==> config.mk <==
export PLATFORM = sky130hd
export DESIGN_NAME = fp16_argmax_stream
export DESIGN_NICKNAME = d
export VERILOG_FILES = /design/src/rtl/hdc_fp_pkg.sv /design/src/rtl/fp16_cmp.sv /design/src/rtl/fp16_argmax_stream.sv
export SDC_FILE = /design/constraint.sdc
export NUM_CORES = 1
export LEC_CHECK = 0
export ABC_AREA = 1
export BUFFER_PORTS_ARGS = -buffer_cell sky130_fd_sc_hd__buf_2
export CAP_MARGIN = 20
export CORE_MARGIN = 5
export CORE_UTILIZATION = 40
export CTS_CLUSTER_DIAMETER = 100
export DETAILED_ROUTE_END_ITERATION = 8
export GPL_TIMING_DRIVEN = 0
export PLACE_DENSITY = 0.63
export SETUP_SLACK_MARGIN = 0.1
export SYNTH_ARGS = -nofsm -noshare
export SYNTH_HDL_FRONTEND = slang
export SYNTH_HIERARCHICAL = 1
export SYNTH_SLANG_ARGS = --single-unit
==> constraint.sdc <==
create_clock -name clk -period 4.2 [get_ports clk]
set_input_delay 0.42 -clock clk [delete_from_list [all_inputs] [get_ports clk]]
set_output_delay 0.42 -clock clk [all_outputs]
set_load 0.02 [all_outputs]
==> src/rtl/hdc_fp_pkg.sv <==
// hdc_fp_pkg: shared fp16 types, constants and helpers for the argmax stream.
//   fp16_t         : IEEE-754 binary16 split into sign/exp/mant
//   argmax_state_t : frame state (ACCUM collects scores, HOLD presents result)
//   is_nan()       : exponent all ones with a non-zero mantissa
package hdc_fp_pkg;

   typedef struct packed {
      logic       sign;
      logic [4:0] exp;
      logic [9:0] mant;
   } fp16_t;

   typedef enum logic {
      ACCUM = 1'b0,
      HOLD  = 1'b1
   } argmax_state_t;

   localparam int          FP16_EXP_MAX  = 31;
   localparam logic [15:0] FP16_POS_ZERO = 16'h0000;
   localparam logic [15:0] FP16_NEG_ZERO = 16'h8000;

   function automatic logic is_nan(input fp16_t v);
      return (v.exp == 5'(FP16_EXP_MAX)) && (v.mant != 10'd0);
   endfunction

endpackage

==> src/rtl/fp16_cmp.sv <==
// fp16_cmp: combinational fp16 comparator in IEEE total order, except that
// +0 and -0 compare equal.
//   a, b   : binary16 operands
//   a_gt_b : a orders strictly above b (meaningless if either is NaN)
//   a_eq_b : a and b order equal
//   a_nan  : a is NaN
//   b_nan  : b is NaN
module fp16_cmp
   import hdc_fp_pkg::*;
(
   input  logic [15:0] a,
   input  logic [15:0] b,
   output logic        a_gt_b,
   output logic        a_eq_b,
   output logic        a_nan,
   output logic        b_nan
);

   // Map sign-magnitude onto an unsigned key: positives above negatives,
   // negatives bit-inverted so larger magnitude sorts lower. -0 folds onto +0.
   function automatic logic [15:0] order_key(input logic [15:0] v);
      logic [15:0] z;
      z = (v == FP16_NEG_ZERO) ? FP16_POS_ZERO : v;
      return z[15] ? ~z : {1'b1, z[14:0]};
   endfunction

   logic [15:0] ka, kb;

   assign ka     = order_key(a);
   assign kb     = order_key(b);
   assign a_gt_b = ka > kb;
   assign a_eq_b = ka == kb;
   assign a_nan  = is_nan(fp16_t'(a));
   assign b_nan  = is_nan(fp16_t'(b));

endmodule

==> src/rtl/fp16_argmax_stream.sv <==
// fp16_argmax_stream: streams NUM_CLASSES fp16 scores per frame and reports
// the index/value of the best one (max, or min when FIND_MIN=1).
//   clk, rst_n          : clock, synchronous active-low reset
//   abort               : discard the current frame / held result
//   in_valid/in_ready   : score handshake, in_score is the binary16 score
//   out_valid/out_ready : result handshake
//   out_idx/out_score   : winning arrival index and its score
//   out_nan             : the frame contained at least one NaN
module fp16_argmax_stream
   import hdc_fp_pkg::*;
#(
   parameter  int NUM_CLASSES = 10,
   parameter  int FIND_MIN    = 0,
   localparam int IDX_W       = $clog2(NUM_CLASSES)
) (
   input  logic             clk,
   input  logic             rst_n,
   input  logic             abort,
   input  logic             in_valid,
   output logic             in_ready,
   input  logic [15:0]      in_score,
   output logic             out_valid,
   input  logic             out_ready,
   output logic [IDX_W-1:0] out_idx,
   output logic [15:0]      out_score,
   output logic             out_nan
);

   argmax_state_t    state;
   logic [IDX_W-1:0] cnt;
   logic [15:0]      best_score;
   logic [IDX_W-1:0] best_idx;
   logic             nan_flag;

   logic a_gt_b, a_eq_b, a_nan, b_nan;
   logic first, last, better, take, accept;
   logic [15:0]      nxt_score;
   logic [IDX_W-1:0] nxt_idx;
   logic             nxt_nan;

   fp16_cmp u_cmp (
      .a      (in_score),
      .b      (best_score),
      .a_gt_b (a_gt_b),
      .a_eq_b (a_eq_b),
      .a_nan  (a_nan),
      .b_nan  (b_nan)
   );

   // in_ready is gated by rst_n so it reads 0 for the whole reset window.
   assign in_ready = rst_n && (state == ACCUM);
   assign accept   = in_valid && in_ready;
   assign first    = (cnt == '0);
   assign last     = (cnt == IDX_W'(NUM_CLASSES - 1));

   // Strictly better only; ties keep the earlier index.
   assign better = (FIND_MIN != 0) ? (!a_gt_b && !a_eq_b) : a_gt_b;

   // A NaN held as best (frame started with NaN) yields to the first real score.
   assign take      = first || (!a_nan && (b_nan || better));
   assign nxt_score = take ? in_score : best_score;
   assign nxt_idx   = first ? '0 : (take ? cnt : best_idx);
   assign nxt_nan   = (first ? 1'b0 : nan_flag) | a_nan;

   always_ff @(posedge clk) begin
      if (!rst_n) begin
         state      <= ACCUM;
         cnt        <= '0;
         best_score <= FP16_POS_ZERO;
         best_idx   <= '0;
         nan_flag   <= 1'b0;
         out_valid  <= 1'b0;
         out_idx    <= '0;
         out_score  <= FP16_POS_ZERO;
         out_nan    <= 1'b0;
      end else if (abort) begin
         state     <= ACCUM;
         cnt       <= '0;
         nan_flag  <= 1'b0;
         out_valid <= 1'b0;
      end else begin
         case (state)
            ACCUM: begin
               if (accept) begin
                  best_score <= nxt_score;
                  best_idx   <= nxt_idx;
                  nan_flag   <= nxt_nan;
                  if (last) begin
                     cnt       <= '0;
                     state     <= HOLD;
                     out_valid <= 1'b1;
                     out_idx   <= nxt_idx;
                     out_score <= nxt_score;
                     out_nan   <= nxt_nan;
                  end else begin
                     cnt <= cnt + 1'b1;
                  end
               end
            end
            HOLD: begin
               if (out_ready) begin
                  state     <= ACCUM;
                  out_valid <= 1'b0;
                  nan_flag  <= 1'b0;
               end
            end
            default: state <= ACCUM;
         endcase
      end
   end

endmodule

Yosys cells after proc, flatten, opt, wreduce, memory -nomap -nowiden
Index checks and enable logic that the tools add are counted.

storage, ports and cells
  logic and storage cells = 61
  register bits after elaboration = 48
  input bits = 21

cells by class
  $lt $le $gt $ge = 1
  bitwise logic cells = 6
  add/subtract/negate cells = 1
  reductions and logical operators = 17
  eq/ne operators = 8
  multiplexer cells = 19

operators by type and width
  kind                                                            number
  16-bit two-way mux                                              5
  16-bit == test (second input constant)                          2
  16-bit NOT                                                      2
  10-bit nonzero test                                             2
  16-bit greater-than comparator                                  1
  4-bit two-way mux                                               3
  5-bit == test (second input constant)                           2
  1-bit two-way mux                                               8
  2-bit != test (second input constant)                           3
  1-bit case mux with 2 select lines                              3
  3-bit AND reduction                                             2
  1-bit logical AND                                               5
  4-bit by 1-bit adder with 4-bit output (second input constant)  1
  4-bit == test (second input constant)                           1
  4-bit logical NOT                                               1
  2-bit AND reduction                                             2
  4-bit AND reduction                                             1
  1-bit NOT                                                       3
  1-bit logical OR                                                2
  2-bit OR reduction                                              1
  1-bit logical NOT                                               1
  1-bit bitwise OR                                                1

Longest topological paths before layout
  depth after elaboration = 10
  gate-level depth with buffers = 26
  mapped depth without buffers = 24

By module
Netlist, hierarchy kept.

modules (own cells, without submodules)
  module              cells an instance  seq. area each (um^2)  area each (um^2)  instances
  fp16_argmax_stream  300                960.9                  2222.1            1
  fp16_cmp            186                0.0                    1049.8            1

Worst setup path after synthesis
Ideal clock, no wire load.

  path type = input-to-reg
  start = in in_score[3]
  end = reg best_idx[0]
  stages on the path = 16
  arrival time = 2677 ps
  library setup time = 113 ps
  setup slack = 1410 ps
  data required time = 4087 ps
  cell sequence = nor2_1 -> nand2_1 -> nor4_2 -> a21oi_1 -> ha_1 -> nand2_1 -> nor3_1 -> nor2b_1 -> a21oi_1 -> o21ai_2 -> nand2_4 -> buf_6 -> nand2_1 -> nand2_1 -> o21ai_1 -> inv_1

on the way
  cells in the longest elaborated chain, start to end = 10

ends and longest elaborated chain
  item                                 RTL line                  RTL
  from (decl)                          fp16_argmax_stream.sv:21  input logic [15:0] in_score,
  16-bit == test                       fp16_cmp.sv:23            z = (v == FP16_NEG_ZERO) ? FP16_POS_ZERO : v;
  16-bit two-way mux (*)               fp16_cmp.sv:23
  16-bit NOT                           fp16_cmp.sv:24            return z[15] ? ~z : {1'b1, z[14:0]};
  16-bit two-way mux (*)               fp16_cmp.sv:24
  16-bit greater-than comparator (*)   fp16_cmp.sv:31            assign a_gt_b = ka > kb;
  named net a_gt_b                     fp16_argmax_stream.sv:35  logic a_gt_b, a_eq_b, a_nan, b_nan;
  1-bit logical OR (*)                 fp16_argmax_stream.sv:60  assign take = first || (!a_nan && (b_nan || better));
  1-bit logical AND (*)                fp16_argmax_stream.sv:60
  1-bit logical OR (*)                 fp16_argmax_stream.sv:60
  4-bit two-way mux (*) (2 in series)  fp16_argmax_stream.sv:62  assign nxt_idx = first ? '0 : (take ? cnt : best_idx);
  to (signal assigned)                 fp16_argmax_stream.sv:86  best_idx <= nxt_idx;
  to (decl)                            fp16_argmax_stream.sv:32  logic [IDX_W-1:0] best_idx;

Mark *: on every way through the listed nets, which the timed path passes. The rest lies on a longest branch.
A chain may end at the register's enable or synchronous reset.

Final worst setup path
  start = in in_score[3]
  end = reg best_score[3]

on the way
  cells in the longest elaborated chain, start to end = 9

ends and longest elaborated chain
  item                                RTL line                  RTL
  16-bit == test                      fp16_cmp.sv:23
  16-bit two-way mux (*)              fp16_cmp.sv:23
  16-bit NOT                          fp16_cmp.sv:24
  16-bit two-way mux (*)              fp16_cmp.sv:24
  16-bit greater-than comparator (*)  fp16_cmp.sv:31
  named net a_gt_b                    fp16_argmax_stream.sv:35
  1-bit logical OR (*)                fp16_argmax_stream.sv:60
  1-bit logical AND (*)               fp16_argmax_stream.sv:60
  1-bit logical OR (*)                fp16_argmax_stream.sv:60
  16-bit two-way mux (*)              fp16_argmax_stream.sv:61  assign nxt_score = take ? in_score : best_score;
  to (signal assigned)                fp16_argmax_stream.sv:85  best_score <= nxt_score;
  to (decl)                           fp16_argmax_stream.sv:31  logic [15:0] best_score;

Marked as above.

==> metrics.md <==
| Metric | Value |
|---|---|
| Status | `finished, final reports clean` |
| Critical path type | `input port to flip-flop` |
| Pins Over Slew Limit | `0` |
| Seq pwr share | `0.414` |
| Worst path max stage delay | `0.70 ns` |
| Peak Freq | `316 MHz` |
| Fillers | `875` |
| CP required | `4.44 ns` |
| Library cells used by synthesis | `35` |
| Global-route wire length before repair | `14000 um` |
| Maximum clock insertion buffer count | `2` |
| Most used DFF post-synth | `dfxtp_1` |
| Crit path max-delay cell type | `nor4_2` |
| Slew HR | `0.440` |
| R2R Setup Slk | `1.06 ns` |
| Clk root buf | `clkbuf_8` |
| Synth cell count leaders | `nand2_1, dfxtp_1, a21oi_1` |
| Number of enable flip-flop cells after synthesis | `0` |
| Asr flop ratio synth | `0` |
| Die H | `100 um` |
| Net Sw Power | `0.299 mW` |
| Largest net degree at the start of global routing | `16` |
| Global route overflow | `0` |
| First drt pass iteration count | `4` |
| Mapped Cells | `486` |
| Core Util, Final | `0.467` |
| Post-synthesis net count | `523` |
| Resized cells post-CTS | `0` |
| Final design area excluding fillers | `3780 um2` |
| Syn Area/Cell | `6.73 um2` |
| Vias per cell | `4.84` |
| Switching part of the total | `0.264` |
| Clock power frac | `0.403` |
| VDD IR-drop max | `0.244 mV` |
| P&R area growth vs syn | `15.4%` |
| Placed cell area | `3620 um2` |
| CP arrival | `3.40 ns` |
| Layout cell share with drive strength beyond 1 | `0.235` |
| # rows | `33` |
| Fin crit period | `3.17 ns` |
| Setup-failing EPs final | `0` |
| DRC | `0` |
| # diodes | `0` |
| Seq cells post-synth | `48` |
| Dpl ws | `0.688 ns` |
| Comb power frac | `0.183` |
| Initial DRC Count | `147` |
| Register area share after synthesis | `0.294` |
| Post-CTS Setup Inserts | `0` |
| Vias in the first global route | `2995` |
| Hold Vio Cnt, Final | `0` |
| Period utilisation layout | `0.754` |
| CTS tree | `yes` |
| Nets | `573` |
| Antenna Nets Post-Route | `0` |
| RSZ-0062 raised after global routing | `no` |
| Hold WS | `0.375 ns` |
| PnR worst setup slack | `1.03 ns` |
| Top cell type's share of synthesized area | `0.294` |
| Die Width | `100 um` |
| H-tree depth | `2` |
| Cells along the critical path | `buf_2 -> nor2_1 -> nand2_1 -> nor4_2 -> a21oi_1 -> ha_1 -> nand2_1 -> nor2_1 -> nand4_1 -> nor2b_1 -> a21oi_1 -> o21ai_2 -> buf_2 -> nand3_1 -> nand2_1 -> nand2_1 -> a21oi_1` |
| Max Fanout on Critical Path | `10` |
| Count leader, synth | `nand2_1` |
| Reg clk slew, reported paths | `0.09 ns` |
| Final cell count without fillers | `642` |
| Die area | `10100 um2` |
| IO Pins | `44` |
| CP Launch Type | `input port` |
| Routed wire length | `8110 um` |
| Hold WC Path Type | `input port to flip-flop` |
| DR WL/cell | `12.6 um` |
| Initial antenna violation count | `0` |
| GP Congestion | `0.830` |
| Via count | `3108` |
| Internal power | `0.834 mW` |
| Most frequent cell on the critical path | `nand2_1` |
| Port Buf Inserts | `43` |
| Core area | `8090 um2` |
| Slew @ Worst Pin | `0.833 ns` |
| Yosys synthesis warning count | `6` |
| DP Wirelength | `6530 um` |
| PwrDens | `300 nW/um2` |
| CTS Sinks | `48` |
| GR Util All Layers | `0.169` |
| Critical Path End Type | `flip-flop` |
| CTS Hold Bufs | `0` |
| Pwr Total | `1.13 mW` |
| Initial Utilization | `0.404` |
| Post-Syn Area | `3270 um2` |
| Ranking of synthesized cells by area | `dfxtp_1, nand2_1, ha_1, a21oi_1, nand3_1` |
| Synth area leader | `dfxtp_1` |
| CTS buffer count | `5` |
| Later-pin clock latency in the skew report | `0.31 ns` |
| Leak | `1.72 nW` |
| DP Cell Count | `634` |
| Clk_skew | `0.00850 ns` |
| Number of max-cap violations | `0` |
| Final setup TNS | `0 ns` |
## cells in the final DEF, fill, tap and decap left out, types with 2 or more instances in the layout
master and instances:
inv_1 37, clkbuf_1 4, nand3_4 2, xor2_1 6, inv_2 2, nor2_1 28, bufinv_16 3, a21oi_2 19
buf_6 2, o21ai_0 9, buf_4 4, nor3_1 4, ha_1 16, nor2_2 2, a21oi_1 39, dfxtp_1 48
nand3b_1 2, nand3_1 34, nand2_1 164, nand4_1 7, xnor2_1 9, nand2_4 2, buf_2 53, nand2_2 23
buf_8 2, clkbuf_8 5
## sequential cells by signal (all words and copies together) (netlist names)
register and cells:
best_score 16, out_score 16, best_idx 4, cnt 4
out_idx 4, nan_flag 1, out_nan 1, out_valid 1
state 1
## kinds of logic after synthesis
group,synth area share
compound gates,0.133
xor+xnor,0.0402
fa+ha+maj,0.0612
buf+inv,0.0925
flops,0.294
simple gates,0.380
## power groups by stage
stage	Sequential, mW	Combinational (mW)	Clock [mW]
finish	0.469	0.207	0.457
global route	0.470	0.236	0.486
CTS	0.469	0.207	0.468
detailed placement	0.479	0.206	0
global placement	0.479	0.201	0
floorplan	0.477	0.151	0
## worst max-delay path, delay by kind of cell
kind / cells / cell delay [ns]
simple gates: 10 / 1.65
fa+ha+maj: 1 / 0.34
buf+inv: 2 / 0.39
compound gates: 4 / 0.61
## per-layer routing
metal  vias to the layer above  share of wire  global-route usage
met5                         -              0                   0
met4                         0          0.015              0.0528
met3                        11          0.035              0.0257
met2                        58           0.48               0.295
met1                      1383           0.47               0.214
li1                       1656              -                   -
## cell type report
type                    count  area, um2  area share
multi-input cells         376       2010       0.532
flip-flops and latches     48        961       0.254
repair buffers             43        215      0.0570
clock buffers               5       68.8      0.0182
clock inverters             3       90.1      0.0238
well taps                 105        131      0.0348
plain buffers              22        148      0.0391
inverters                  40        155      0.0411
## worst paths after layout
path              depth (start not counted)            end            from
setup / recovery                         17  best_score[3]     in_score[3]
hold reg to reg                           2    best_idx[3]     best_idx[3]
setup reg to reg                         20  best_score[3]  best_score[15]
hold / removal                            4          state       out_ready
Power figures use the tool's default switching activity.
